**config.mk**
```make
export PLATFORM = sky130hd
export DESIGN_NAME = mem_access_unit
export DESIGN_NICKNAME = d
export VERILOG_FILES = /design/src/rtl/mem_access_unit.sv
export SDC_FILE = /design/constraint.sdc
export NUM_CORES = 1
export LEC_CHECK = 0
export CAP_MARGIN = 20
export CORE_MARGIN = 3
export CORE_UTILIZATION = 40
export DETAILED_ROUTE_END_ITERATION = 16
export HOLD_SLACK_MARGIN = 0.12
export MAX_ROUTING_LAYER = met4
export PLACE_DENSITY = 0.79
export SYNTH_ARGS = -nofsm -noshare
export SYNTH_HDL_FRONTEND = slang
export SYNTH_SLANG_ARGS = --single-unit
```
**constraint.sdc**
```tcl
create_clock -name Clk_in -period 2 [get_ports Clk_in]
set_input_delay 0.3 -clock Clk_in [delete_from_list [all_inputs] [get_ports Clk_in]]
set_output_delay 0.3 -clock Clk_in [all_outputs]
set_load 0.02 [all_outputs]
```
**src/rtl/mem_access_unit.sv**
```systemverilog
// mem_access_unit
// ---------------
// MEM-stage unit that sits behind the EX/MEM pipeline register. It performs
// word / halfword / byte loads and stores against a data memory through a
// req/ack handshake, stalls the upstream pipeline while an access is
// outstanding, resolves the MEM-stage branch and registers results toward
// MEM/WB.
//
// Ports
//   Clk_in, Rst               clock (rising edge), async active-low reset
//   MemWrite_in, MemRead_in   store / load request (both set = store)
//   MemtoReg_in, RegWrite_in  WB control carried to MEM/WB
//   Branch_in, Zero_in, JR_in branch resolution inputs
//   ALUAddResult_in           branch target
//   ALUResult_in              byte address or ALU result
//   ReadData2_in              store data
//   WriteReg_in               destination register
//   size_in                   00 word, 01 half, 10 byte, 11 word
//   dm_rdata, dm_ack          memory read data / one-cycle completion
//   dm_req, dm_we, dm_addr,
//   dm_be, dm_wdata           memory request, held stable while waiting
//   Stall_out                 hold PC, IF/ID, ID/EX and EX/MEM
//   PCSrc_out,
//   BranchTarget_out          combinational branch decision and target
//   RegWrite_out, MemtoReg_out,
//   ReadData_out, ALUResult_out,
//   WriteReg_out              MEM/WB register
//   Misalign_out, Timeout_out one-cycle error pulses
module mem_access_unit #(
    parameter int TO_W    = 8,
    parameter int TIMEOUT = 255
) (
    input  logic        Clk_in,
    input  logic        Rst,
    input  logic        MemWrite_in,
    input  logic        MemRead_in,
    input  logic        MemtoReg_in,
    input  logic        RegWrite_in,
    input  logic        Branch_in,
    input  logic        Zero_in,
    input  logic        JR_in,
    input  logic [31:0] ALUAddResult_in,
    input  logic [31:0] ALUResult_in,
    input  logic [31:0] ReadData2_in,
    input  logic [4:0]  WriteReg_in,
    input  logic [1:0]  size_in,
    input  logic [31:0] dm_rdata,
    input  logic        dm_ack,
    output logic        dm_req,
    output logic        dm_we,
    output logic [31:0] dm_addr,
    output logic [3:0]  dm_be,
    output logic [31:0] dm_wdata,
    output logic        Stall_out,
    output logic        PCSrc_out,
    output logic [31:0] BranchTarget_out,
    output logic        RegWrite_out,
    output logic        MemtoReg_out,
    output logic [31:0] ReadData_out,
    output logic [31:0] ALUResult_out,
    output logic [4:0]  WriteReg_out,
    output logic        Misalign_out,
    output logic        Timeout_out
);

    localparam logic [0:0]      ST_IDLE   = 1'b0;
    localparam logic [0:0]      ST_WAIT   = 1'b1;
    localparam logic [TO_W-1:0] TIMEOUT_C = TO_W'(TIMEOUT);
    localparam logic [TO_W-1:0] CNT_ONE   = TO_W'(1);

    // Select and sign-extend the addressed lane of a load; word passes through.
    function automatic logic [31:0] fmt_load(input logic [31:0] rd,
                                             input logic [1:0]  sz,
                                             input logic [1:0]  k);
        logic [7:0]  b;
        logic [15:0] h;
        logic [31:0] r;
        b = 8'h00;
        h = 16'h0000;
        r = rd;
        case (sz)
            2'b10: begin
                case (k)
                    2'b00:   b = rd[7:0];
                    2'b01:   b = rd[15:8];
                    2'b10:   b = rd[23:16];
                    2'b11:   b = rd[31:24];
                    default: b = rd[7:0];
                endcase
                r = {{24{b[7]}}, b};
            end
            2'b01: begin
                h = k[1] ? rd[31:16] : rd[15:0];
                r = {{16{h[15]}}, h};
            end
            default: r = rd;
        endcase
        return r;
    endfunction

    logic [0:0]      state_r;
    logic [TO_W-1:0] count_r;
    logic [1:0]      size_r;
    logic [1:0]      lane_r;

    logic        mem_op_s;
    logic        is_half_s;
    logic        is_byte_s;
    logic        is_word_s;
    logic        misalign_s;
    logic        timeout_hit_s;
    logic [3:0]  be_s;
    logic [31:0] wdata_s;

    assign mem_op_s      = MemRead_in | MemWrite_in;
    assign is_half_s     = (size_in == 2'b01);
    assign is_byte_s     = (size_in == 2'b10);
    assign is_word_s     = ~is_half_s & ~is_byte_s;
    assign misalign_s    = (is_half_s & ALUResult_in[0]) |
                           (is_word_s & (ALUResult_in[1:0] != 2'b00));
    assign timeout_hit_s = (state_r == ST_WAIT) && (count_r == TIMEOUT_C);

    assign PCSrc_out        = Branch_in & Zero_in & ~JR_in;
    assign BranchTarget_out = ALUAddResult_in;

    // Byte enables and lane-replicated write data for the current request.
    always_comb begin
        be_s    = 4'b1111;
        wdata_s = ReadData2_in;
        if (is_byte_s) begin
            case (ALUResult_in[1:0])
                2'b00:   be_s = 4'b0001;
                2'b01:   be_s = 4'b0010;
                2'b10:   be_s = 4'b0100;
                2'b11:   be_s = 4'b1000;
                default: be_s = 4'b0001;
            endcase
            wdata_s = {4{ReadData2_in[7:0]}};
        end else if (is_half_s) begin
            be_s    = ALUResult_in[1] ? 4'b1100 : 4'b0011;
            wdata_s = {2{ReadData2_in[15:0]}};
        end else begin
            be_s    = 4'b1111;
            wdata_s = ReadData2_in;
        end
    end

    // Upstream stall: issuing in IDLE, or waiting without ack and not yet timed out.
    always_comb begin
        Stall_out = 1'b0;
        case (state_r)
            ST_IDLE: begin
                if (mem_op_s && !misalign_s) begin
                    Stall_out = 1'b1;
                end else begin
                    Stall_out = 1'b0;
                end
            end
            ST_WAIT: begin
                if (!dm_ack && !timeout_hit_s) begin
                    Stall_out = 1'b1;
                end else begin
                    Stall_out = 1'b0;
                end
            end
            default: Stall_out = 1'b0;
        endcase
    end

    // Access FSM: latch the request on entry to WAIT, hold it until ack or timeout.
    always_ff @(posedge Clk_in or negedge Rst) begin
        if (!Rst) begin
            state_r  <= ST_IDLE;
            count_r  <= '0;
            size_r   <= 2'b00;
            lane_r   <= 2'b00;
            dm_req   <= 1'b0;
            dm_we    <= 1'b0;
            dm_addr  <= 32'h0000_0000;
            dm_be    <= 4'b0000;
            dm_wdata <= 32'h0000_0000;
        end else begin
            case (state_r)
                ST_IDLE: begin
                    if (mem_op_s && !misalign_s) begin
                        state_r  <= ST_WAIT;
                        count_r  <= '0;
                        size_r   <= size_in;
                        lane_r   <= ALUResult_in[1:0];
                        dm_req   <= 1'b1;
                        dm_we    <= MemWrite_in;
                        dm_addr  <= {ALUResult_in[31:2], 2'b00};
                        dm_be    <= be_s;
                        dm_wdata <= wdata_s;
                    end else begin
                        state_r <= ST_IDLE;
                        dm_req  <= 1'b0;
                    end
                end
                ST_WAIT: begin
                    if (dm_ack || timeout_hit_s) begin
                        state_r <= ST_IDLE;
                        dm_req  <= 1'b0;
                    end else begin
                        count_r <= count_r + CNT_ONE;
                    end
                end
                default: begin
                    state_r <= ST_IDLE;
                    dm_req  <= 1'b0;
                end
            endcase
        end
    end

    // MEM/WB register: pass-through, completed access, or bubble.
    always_ff @(posedge Clk_in or negedge Rst) begin
        if (!Rst) begin
            RegWrite_out  <= 1'b0;
            MemtoReg_out  <= 1'b0;
            ReadData_out  <= 32'h0000_0000;
            ALUResult_out <= 32'h0000_0000;
            WriteReg_out  <= 5'd0;
        end else if ((state_r == ST_IDLE && !mem_op_s) ||
                     (state_r == ST_WAIT && dm_ack)) begin
            RegWrite_out  <= RegWrite_in;
            MemtoReg_out  <= MemtoReg_in;
            ALUResult_out <= ALUResult_in;
            WriteReg_out  <= WriteReg_in;
            // Only a completed load carries memory data; stores and ALU ops return 0.
            if (state_r == ST_WAIT && !dm_we) begin
                ReadData_out <= fmt_load(dm_rdata, size_r, lane_r);
            end else begin
                ReadData_out <= 32'h0000_0000;
            end
        end else begin
            RegWrite_out  <= 1'b0;
            MemtoReg_out  <= 1'b0;
            ReadData_out  <= 32'h0000_0000;
            ALUResult_out <= 32'h0000_0000;
            WriteReg_out  <= 5'd0;
        end
    end

    // One-cycle error pulses; an ack in the timeout cycle counts as completion.
    always_ff @(posedge Clk_in or negedge Rst) begin
        if (!Rst) begin
            Misalign_out <= 1'b0;
            Timeout_out  <= 1'b0;
        end else begin
            Misalign_out <= (state_r == ST_IDLE) && mem_op_s && misalign_s;
            Timeout_out  <= timeout_hit_s && !dm_ack;
        end
    end

endmodule

```
==> load_flow_metrics.sql, run 1 <==
INSERT INTO impl_metrics (metric_group, metric, value, unit) VALUES
('global_route', 'grt.overflow.total', '0', ''),
('floorplanning', 'ioPinCount', '322', ''),
('finish', 'final_net_count', '981', ''),
('clock_tree', 'worstSkewPairLatency', '0.41', 'ns'),
('timing', 'finalMaxSlewViolations', '0', ''),
('flow_run', 'maxCapViolCount', '0', ''),
('finish', 'drive_gt1_frac', '0.141', ''),
('detailed_routing', 'drcViolationCount', '0', ''),
('place', 'hpwl', '13500', 'um'),
('finish', 'layout_common_cells', 'clkdlybuf4s50_1, dfrtp_1, nand2_1', ''),
('timing', 'final.period_utilization', '0.961', ''),
('min_path', 'min-delay-path-class', 'in2async', ''),
('floorplanning', 'design.die.area', '18100', 'um^2'),
('power', 'pwr_density_cell', '1200', 'nW/um^2'),
('detailed_routing', 'route.detailed.wl_per_inst', '17.3', 'um'),
('finish', 'insertedDiodeCount', '0', ''),
('synth', 'synthesis.instances', '587', ''),
('setup_path', 'cell_with_the_biggest_individual_delay_on_the_critical_path', 'dfrtp_1', ''),
('setup_path', 'cp_cell_sequence', 'ha_1, nand3_1, o21ai_2, nand2_2, buf_6', ''),
('finish', 'stdcell_area', '10000', 'um^2'),
('detailed_routing', 'antenna_left', '0', ''),
('setup_path', 'worstSetupEndpointType', 'output pin', ''),
('floorplanning', 'die_width', '134', 'um'),
('setup_path', 'worstPathArrival', '1.62', 'ns'),
('setup_path', 'path_max_fanout', '4', ''),
('floorplanning', 'die_h', '134', 'um'),
('status', 'outcome', 'completed', ''),
('finish', 'num-fill-cells', '1331', ''),
('floorplanning', 'floorplan.rows', '46', ''),
('detailed_routing', 'vias', '5198', ''),
('floorplanning', 'core_area', '16000', 'um^2'),
('timing', 'final_hold_viol_count', '0', ''),
('detailed_routing', 'vias_per_cell', '4.90', ''),
('clock_tree', 'cts_tree', 'built', ''),
('clock_tree', 'cts_inserted_buffers', '17', ''),
('synth', 'yosys_warnings', '0', ''),
('global_route', 'grt_first_pass_wirelength', '29100', 'um'),
('setup_path', 'timing.critical_path.required', '1.70', 'ns'),
('finish', 'mostFrequentLayoutCell', 'clkdlybuf4s50_1', ''),
('global_route', 'grt.total_usage', '0.213', ''),
('global_route', 'number_of_antenna_violations_at_the_first_check_in_global_routing', '0', ''),
('detailed_routing', 'wl', '18300', 'um'),
('finish', 'layout.core_utilization', '0.626', ''),
('detailed_routing', 'drt_first_pass_iters', '4', ''),
('clock_tree', 'cts_buffer_depth', '2', ''),
('timing', 'skew', '0.00492', 'ns'),
('synth', 'postSynthAreaPerCell', '11.2', 'um^2'),
('synth', 'cell_type_with_the_highest_aggregate_area_in_the_netlist', 'dfrtp_1', ''),
('detailed_routing', 'drtIter0Drc', '296', ''),
('clock_tree', 'clock_sinks', '154', ''),
('global_route', 'first_global_vias', '5578', ''),
('setup_path', 'timing_worst_setup_path_type', 'reg2out', ''),
('power', 'ir_drop', '680', 'uV'),
('place', 'placement.cell_area', '9320', 'um^2'),
('global_route', 'largest_net_degree_at_the_start_of_global_routing', '76', ''),
('place', 'gp_congestion', '0.907', ''),
('timing', 'setup_viol', '0', ''),
('floorplanning', 'initial_utilization', '0.412', ''),
('place', 'port-buffer-count', '255', ''),
('setup_path', 'timing.critical_path.max_delay_family', 'flip-flops', ''),
('setup_path', 'worst-path-buf-inv', '1', ''),
('synth', 'yosys.area.top_type_share', '0.584', ''),
('clock_tree', 'h_tree_lvls', '4', ''),
('synth', 'synth_cell_type_count', '40', ''),
('clock_tree', 'clk_root_buffer_cell', 'clkbuf_16', ''),
('timing', 'min_period', '1.92', 'ns'),
('power', 'fin_total_pwr', '12.0', 'mW'),
('setup_path', 'worst_path_largest_cell_delay', '0.38', 'ns'),
('synth', 'seq_area_frac_synth', '0.584', ''),
('setup_path', 'timing.critical_path.from_type', 'register', ''),
('clock_tree', 'path_clk_slew', '0.07', 'ns'),
('finish', 'flow.area_growth_from_synthesis', '51.7', '%'),
('synth', 'synth_area', '6600', 'um^2'),
('synth', 'synth.area.top_cells', 'dfrtp_1, mux2_2, nor2b_1, buf_4, o21ai_0', ''),
('synth', 'synth.ff_latch_count', '154', ''),
('timing', 'max_freq', '520', 'MHz'),
('power', 'cellLeakagePower', '4.44', 'nW');
## synthesized netlist by cell type
library cell,count
nand3b_1,1
o21ai_0,49
ha_1,5
nand4_1,1
a21oi_1,41
a221oi_4,1
a311o_1,1
mux2_4,1
and2_1,7
o21ai_1,1
nor2b_1,47
and2_0,1
nor4_1,2
a221oi_1,8
conb_1,1
or2_2,1
mux2_2,41
xor2_1,2
o31ai_1,1
and2b_1,2
buf_6,2
nor2_1,16
a21o_1,1
dfrtp_1,154
nor3_1,3
and3_1,5
nand2_1,51
nand2b_1,3
buf_2,11
clkbuf_1,17
nand3_1,3
buf_4,35
mux2i_1,24
o211ai_1,3
or3_1,2
a31o_2,1
buf_1,1
a22oi_1,7
o221ai_2,1
inv_1,33
## registers in the layout, indices dropped and copies added, names as in the netlist
signal,count
dm_req,1
size_r,2
lane_r,2
dm_be,4
dm_addr,30
ALUResult_out,32
Misalign_out,1
dm_wdata,32
ReadData_out,32
dm_we,1
RegWrite_out,1
MemtoReg_out,1
Timeout_out,1
count_r,8
WriteReg_out,5
state_r,1
## cell families after synthesis
group / count (synthesis) / synth area share
adders and majority gates: 5 / 0.00948
buffers and inverters: 99 / 0.0806
and+or+nand+nor: 145 / 0.112
DFF: 154 / 0.584
other: 1 / 0.000568
muxes: 66 / 0.109
AOI/OAI and AO/OA: 115 / 0.102
xor gates and xnor gates: 2 / 0.00266
## per-stage QoR
stage / hold slack (ns) / cells / TNS (ns) / setup slack [ns]
after floorplan: 0.00441 / 588 / 0 / 0.139
after global placement: 0.169 / 1024 / -45.08 / -0.700
after detailed placement: 0.166 / 1024 / -51.12 / -0.755
after CTS: 0.297 / 1059 / 0 / 0.0575
after global routing: 0.311 / 1060 / -0.0169 / -0.0169
final: 0.307 / 1060 / 0 / 0.0772
## layout make-up
type | instances | area, um^2 | share of cell area
clock buffer | 18 | 439 | 0.0439
clock inverter | 14 | 136 | 0.0136
tap | 216 | 270 | 0.0270
inverter | 33 | 124 | 0.0124
sequential | 154 | 3850 | 0.385
multi-input combinational | 335 | 2260 | 0.225
timing repair buffer | 290 | 2930 | 0.293
## final timing paths
kind                               from                end  slack (ns)  depth (start not counted)
max reg2reg                     state_r         count_r[6]        0.25                          6
min                                 Rst  ALUResult_out[19]        0.31                          2
max in group asynchronous           Rst           dm_be[1]        1.01                          3
min reg2reg                dm_wdata[18]       dm_wdata[18]        0.48                          2
min in group Clk_in          size_in[0]          size_r[0]        0.34                          3
max                          count_r[0]          Stall_out        0.08                          5
## layer usage
layer  share of wire  GRT usage  up-vias
met1            0.39      0.245     2490
met5               0          -        -
li1                -          -     2434
met4           0.018     0.0645        0
met2            0.50      0.358      247
met3           0.089     0.0660       27
## power by group
group          total, mW  switching, mW  internal, mW  leakage, nW
clock               3.12           1.35          1.77        0.274
combinational       4.65           2.40          2.25         2.19
sequential          4.24          0.377          3.86         1.97
total               12.0           4.13          7.88         4.44
## worst reg2reg max path: cells and delay by family, from the launching register on
kind | cells | cell delay [ns]
flip-flops | 1 | 0.43
AO/OA/AOI/OAI | 2 | 0.45
AND/OR/NAND/NOR | 1 | 0.16
buffers and inverters | 3 | 0.60
## repair_timing
item	4_1_cts	5_1_grt
pin swaps	3	0
gates resized for setup	16	1
setup buffers	1	0
gates cloned	1	0
endpoints found under the setup margin	73	1
hold buffers	1	0
hold endpoints to repair	154	0
(Power assumes the default switching activity.)
==> run 2: changes to the inputs <==
--- a/config.mk
+++ b/config.mk
@@ -5,9 +5,11 @@
 export SDC_FILE = /design/constraint.sdc
 export NUM_CORES = 1
 export LEC_CHECK = 0
+export ABC_CLOCK_PERIOD_IN_PS = 1800
 export CAP_MARGIN = 20
 export CORE_MARGIN = 3
 export CORE_UTILIZATION = 40
+export CTS_BUF_LIST = sky130_fd_sc_hd__clkbuf_4 sky130_fd_sc_hd__clkbuf_8 sky130_fd_sc_hd__clkbuf_16
 export DETAILED_ROUTE_END_ITERATION = 16
 export HOLD_SLACK_MARGIN = 0.12
 export MAX_ROUTING_LAYER = met4
==> constraint.sdc (replaced) <==
create_clock -name Clk_in -period 1.8 [get_ports Clk_in]
set_input_delay 0.27 -clock Clk_in [delete_from_list [all_inputs] [get_ports Clk_in]]
set_output_delay 0.27 -clock Clk_in [all_outputs]
set_load 0.02 [all_outputs]
==> run 2 against run 1 <==
Core utilization up 1.1 points. Die area unchanged. Highest routed layer unchanged. Register-to-register slack worse by 0.10 ns. Combinational power up 13%. Sequential power up 12%. Power up 13%. Critical path depth unchanged. Design area up 1.8%. Via count up 1.6%. Sequential share of layout area down 0.68 points. Hold slack worse by 0.0020 ns. Clock power up 16%. Critical endpoint unchanged.
==> load_flow_metrics.sql, run 2 (synthesized netlist as in run 1, its figures left out) <==
INSERT INTO impl_metrics (metric_group, metric, value, unit) VALUES
('min_path', 'min-delay-path-class', 'in2reg', ''),
('finish', 'insertedDiodeCount', '0', ''),
('floorplanning', 'die_width', '134', 'um'),
('status', 'outcome', 'completed', ''),
('finish', 'layout_common_cells', 'clkdlybuf4s50_1, dfrtp_1, nand2_1', ''),
('timing', 'setup_ws', '0.0674', 'ns'),
('timing', 'finalMaxSlewViolations', '0', ''),
('power', 'sw_frac_of_total', '0.341', ''),
('detailed_routing', 'drtIter0Drc', '265', ''),
('setup_path', 'worstSetupEndpointType', 'output pin', ''),
('clock_tree', 'cts_inserted_buffers', '17', ''),
('detailed_routing', 'vias_per_cell', '4.91', ''),
('clock_tree', 'clock_sinks', '154', ''),
('floorplanning', 'ioPinCount', '322', ''),
('floorplanning', 'floorplan.rows', '46', ''),
('setup_path', 'worst_path_largest_cell_delay', '0.39', 'ns'),
('timing', 'setup_viol', '0', ''),
('detailed_routing', 'drcViolationCount', '0', ''),
('finish', 'final_net_count', '997', ''),
('power', 'comb_power_share', '0.386', ''),
('global_route', 'first_global_vias', '5715', ''),
('detailed_routing', 'wl', '18800', 'um'),
('min_path', 'worstHoldEndpoint', 'size_r[0]', ''),
('finish', 'flow.area_growth_from_synthesis', '54.4', '%'),
('timing', 'worst_hold_slack', '0.305', 'ns'),
('setup_path', 'worstPathArrival', '1.46', 'ns'),
('clock_tree', 'worstSkewPairLatency', '0.42', 'ns'),
('place', 'gp_congestion', '0.928', ''),
('place', 'hpwl', '13600', 'um'),
('finish', 'layout.core_utilization', '0.637', ''),
('global_route', 'number_of_antenna_violations_at_the_first_check_in_global_routing', '0', ''),
('setup_path', 'timing_worst_setup_path_type', 'reg2out', ''),
('detailed_routing', 'antenna_left', '0', ''),
('finish', 'biggestRegsByFlops', 'ALUResult_out: 32 flops, ReadData_out: 32 flops, dm_wdata: 32 flops', ''),
('clock_tree', 'path_clk_slew', '0.06', 'ns'),
('timing', 'max_freq', '577', 'MHz'),
('power', 'pwr-share-clk', '0.266', ''),
('global_route', 'grt.total_usage', '0.217', ''),
('setup_path', 'r2r_setup_slack', '0.15', 'ns'),
('detailed_routing', 'vias', '5279', ''),
('timing', 'min_period', '1.73', 'ns'),
('power', 'switchingPower', '4.63', 'mW'),
('timing', 'skew', '0.00757', 'ns'),
('setup_path', 'cell_with_the_biggest_individual_delay_on_the_critical_path', 'dfrtp_1', ''),
('clock_tree', 'h_tree_lvls', '4', ''),
('setup_path', 'timing.critical_path.required', '1.53', 'ns'),
('global_route', 'grt.overflow.total', '0', ''),
('setup_path', 'r2r_start', 'size_r[0]', ''),
('setup_path', 'path_max_fanout', '2', ''),
('setup_path', 'worstReg2RegEnd', 'ReadData_out[26]', ''),
('floorplanning', 'core_area', '16000', 'um^2'),
('setup_path', 'timing.critical_path.from_type', 'register', ''),
('setup_path', 'cp_cell_sequence', 'ha_4, nand3_2, o21ai_2, nand2_2, buf_6', ''),
('global_route', 'largest_net_degree_at_the_start_of_global_routing', '44', ''),
('detailed_routing', 'drt_first_pass_iters', '4', ''),
('timing', 'max_slew.worst_pin.slew', '0.702', 'ns'),
('min_path', 'hold_path_startpoint', 'size_in[0]', ''),
('clock_tree', 'cts_tree', 'built', ''),
('place', 'port-buffer-count', '255', ''),
('min_path', 'number_of_instances_on_the_worst_hold_path', '3', ''),
('setup_path', 'timing.critical_path.max_delay_family', 'flip-flops', ''),
('power', 'cellLeakagePower', '4.53', 'nW'),
('flow_run', 'maxCapViolCount', '0', ''),
('clock_tree', 'cts_buffer_depth', '2', ''),
('detailed_routing', 'route.detailed.wl_per_inst', '17.5', 'um'),
('power', 'ir_drop', '712', 'uV'),
('floorplanning', 'initial_utilization', '0.412', ''),
('setup_path', 'worst-path-buf-inv', '1', ''),
('power', 'pwr_density_cell', '1330', 'nW/um^2'),
('floorplanning', 'design.die.area', '18100', 'um^2'),
('finish', 'drive_gt1_frac', '0.163', ''),
('timing', 'final_hold_viol_count', '0', ''),
('place', 'dp_slack', '-0.765', 'ns'),
('finish', 'mostFrequentLayoutCell', 'clkdlybuf4s50_1', ''),
('power', 'p_int', '8.96', 'mW'),
('timing', 'maxSlewHeadroom', '0.531', ''),
('floorplanning', 'die_h', '134', 'um'),
('clock_tree', 'clk_root_buffer_cell', 'clkbuf_16', ''),
('global_route', 'grt_first_pass_wirelength', '29900', 'um'),
('power', 'share_seq_of_total_power', '0.348', ''),
('setup_path', 'rr_worst_depth', '7', ''),
('timing', 'final.period_utilization', '0.963', '');
[run 2: how the worst max path moves through the flow]
stage	depth (start not counted)	end	slack (ns)	start
floorplan	8	count_r[1]	0.01	size_in[1]
global placement	9	dm_addr[19]	-0.71	size_in[0]
detailed placement	9	dm_addr[20]	-0.77	size_in[0]
CTS	5	Stall_out	0.02	count_r[0]
global route	5	Stall_out	-0.01	count_r[1]
finish	5	Stall_out	0.07	count_r[1]
[run 2: area by class of cell]
type,count,area (um^2)
Sequential cell,154,3850
Fill cell,1289,5810
Clock inverter,14,160
Timing Repair Buffer,305,3040
Clock buffer,18,439
Inverter,33,124
Tap cell,216,270
Multi-Input combinational cell,336,2300
[run 2: worst register-to-register path, stage by stage (launching register included)]
cell and delay (ns):
dfrtp_1 0.37, inv_1 0.05, ha_1 0.19, and2_1 0.20, a221oi_4 0.31, a21o_1 0.19, buf_12 0.15, a21oi_1 0.06
[run 2: power by group through the flow]
stage          registers (mW)  clock network [mW]  logic (mW)
2_1_floorplan            5.70                   0        1.65
3_3_place_gp             4.74                   0        5.05
3_5_place_dp             4.77                   0        5.14
4_1_cts                  4.73                3.71        5.25
5_1_grt                  4.83                3.87        5.62
6_report                 4.73                3.61        5.25
[run 2: stage by stage]
| stage | instances | TNS, ns | power (mW) | instance area [um^2] |
|---|---|---|---|---|
| after floorplan | 588 | 0 | 7.35 | 6600 |
| after global placement | 1040 | -56.14 | 9.80 | 9460 |
| after detailed placement | 1040 | -61.10 | 9.90 | 9460 |
| after CTS | 1075 | 0 | 13.7 | 10100 |
| after global routing | 1076 | -0.0127 | 14.3 | 10200 |
| final | 1076 | 0 | 13.6 | 10200 |
[run 2: what timing repair did]
item / CTS / global route
setup endpoints to repair: 74 / 26
pin swaps: 3 / 3
hold buffers: 1 / 0
cloned: 2 / 0
endpoints found under the hold margin: 49 / 0
gates resized for setup: 17 / 7
buffers inserted: 0 / 1
[run 2: per-layer routing]
layer  track usage  wire length, um  share of wire  vias up
li1              -                -              -     2455
met1         0.250             7190           0.38     2536
met2         0.357             9410           0.50      259
met3        0.0791             1860          0.099       29
met4        0.0673              346          0.018        0
met5             -                0              0        -
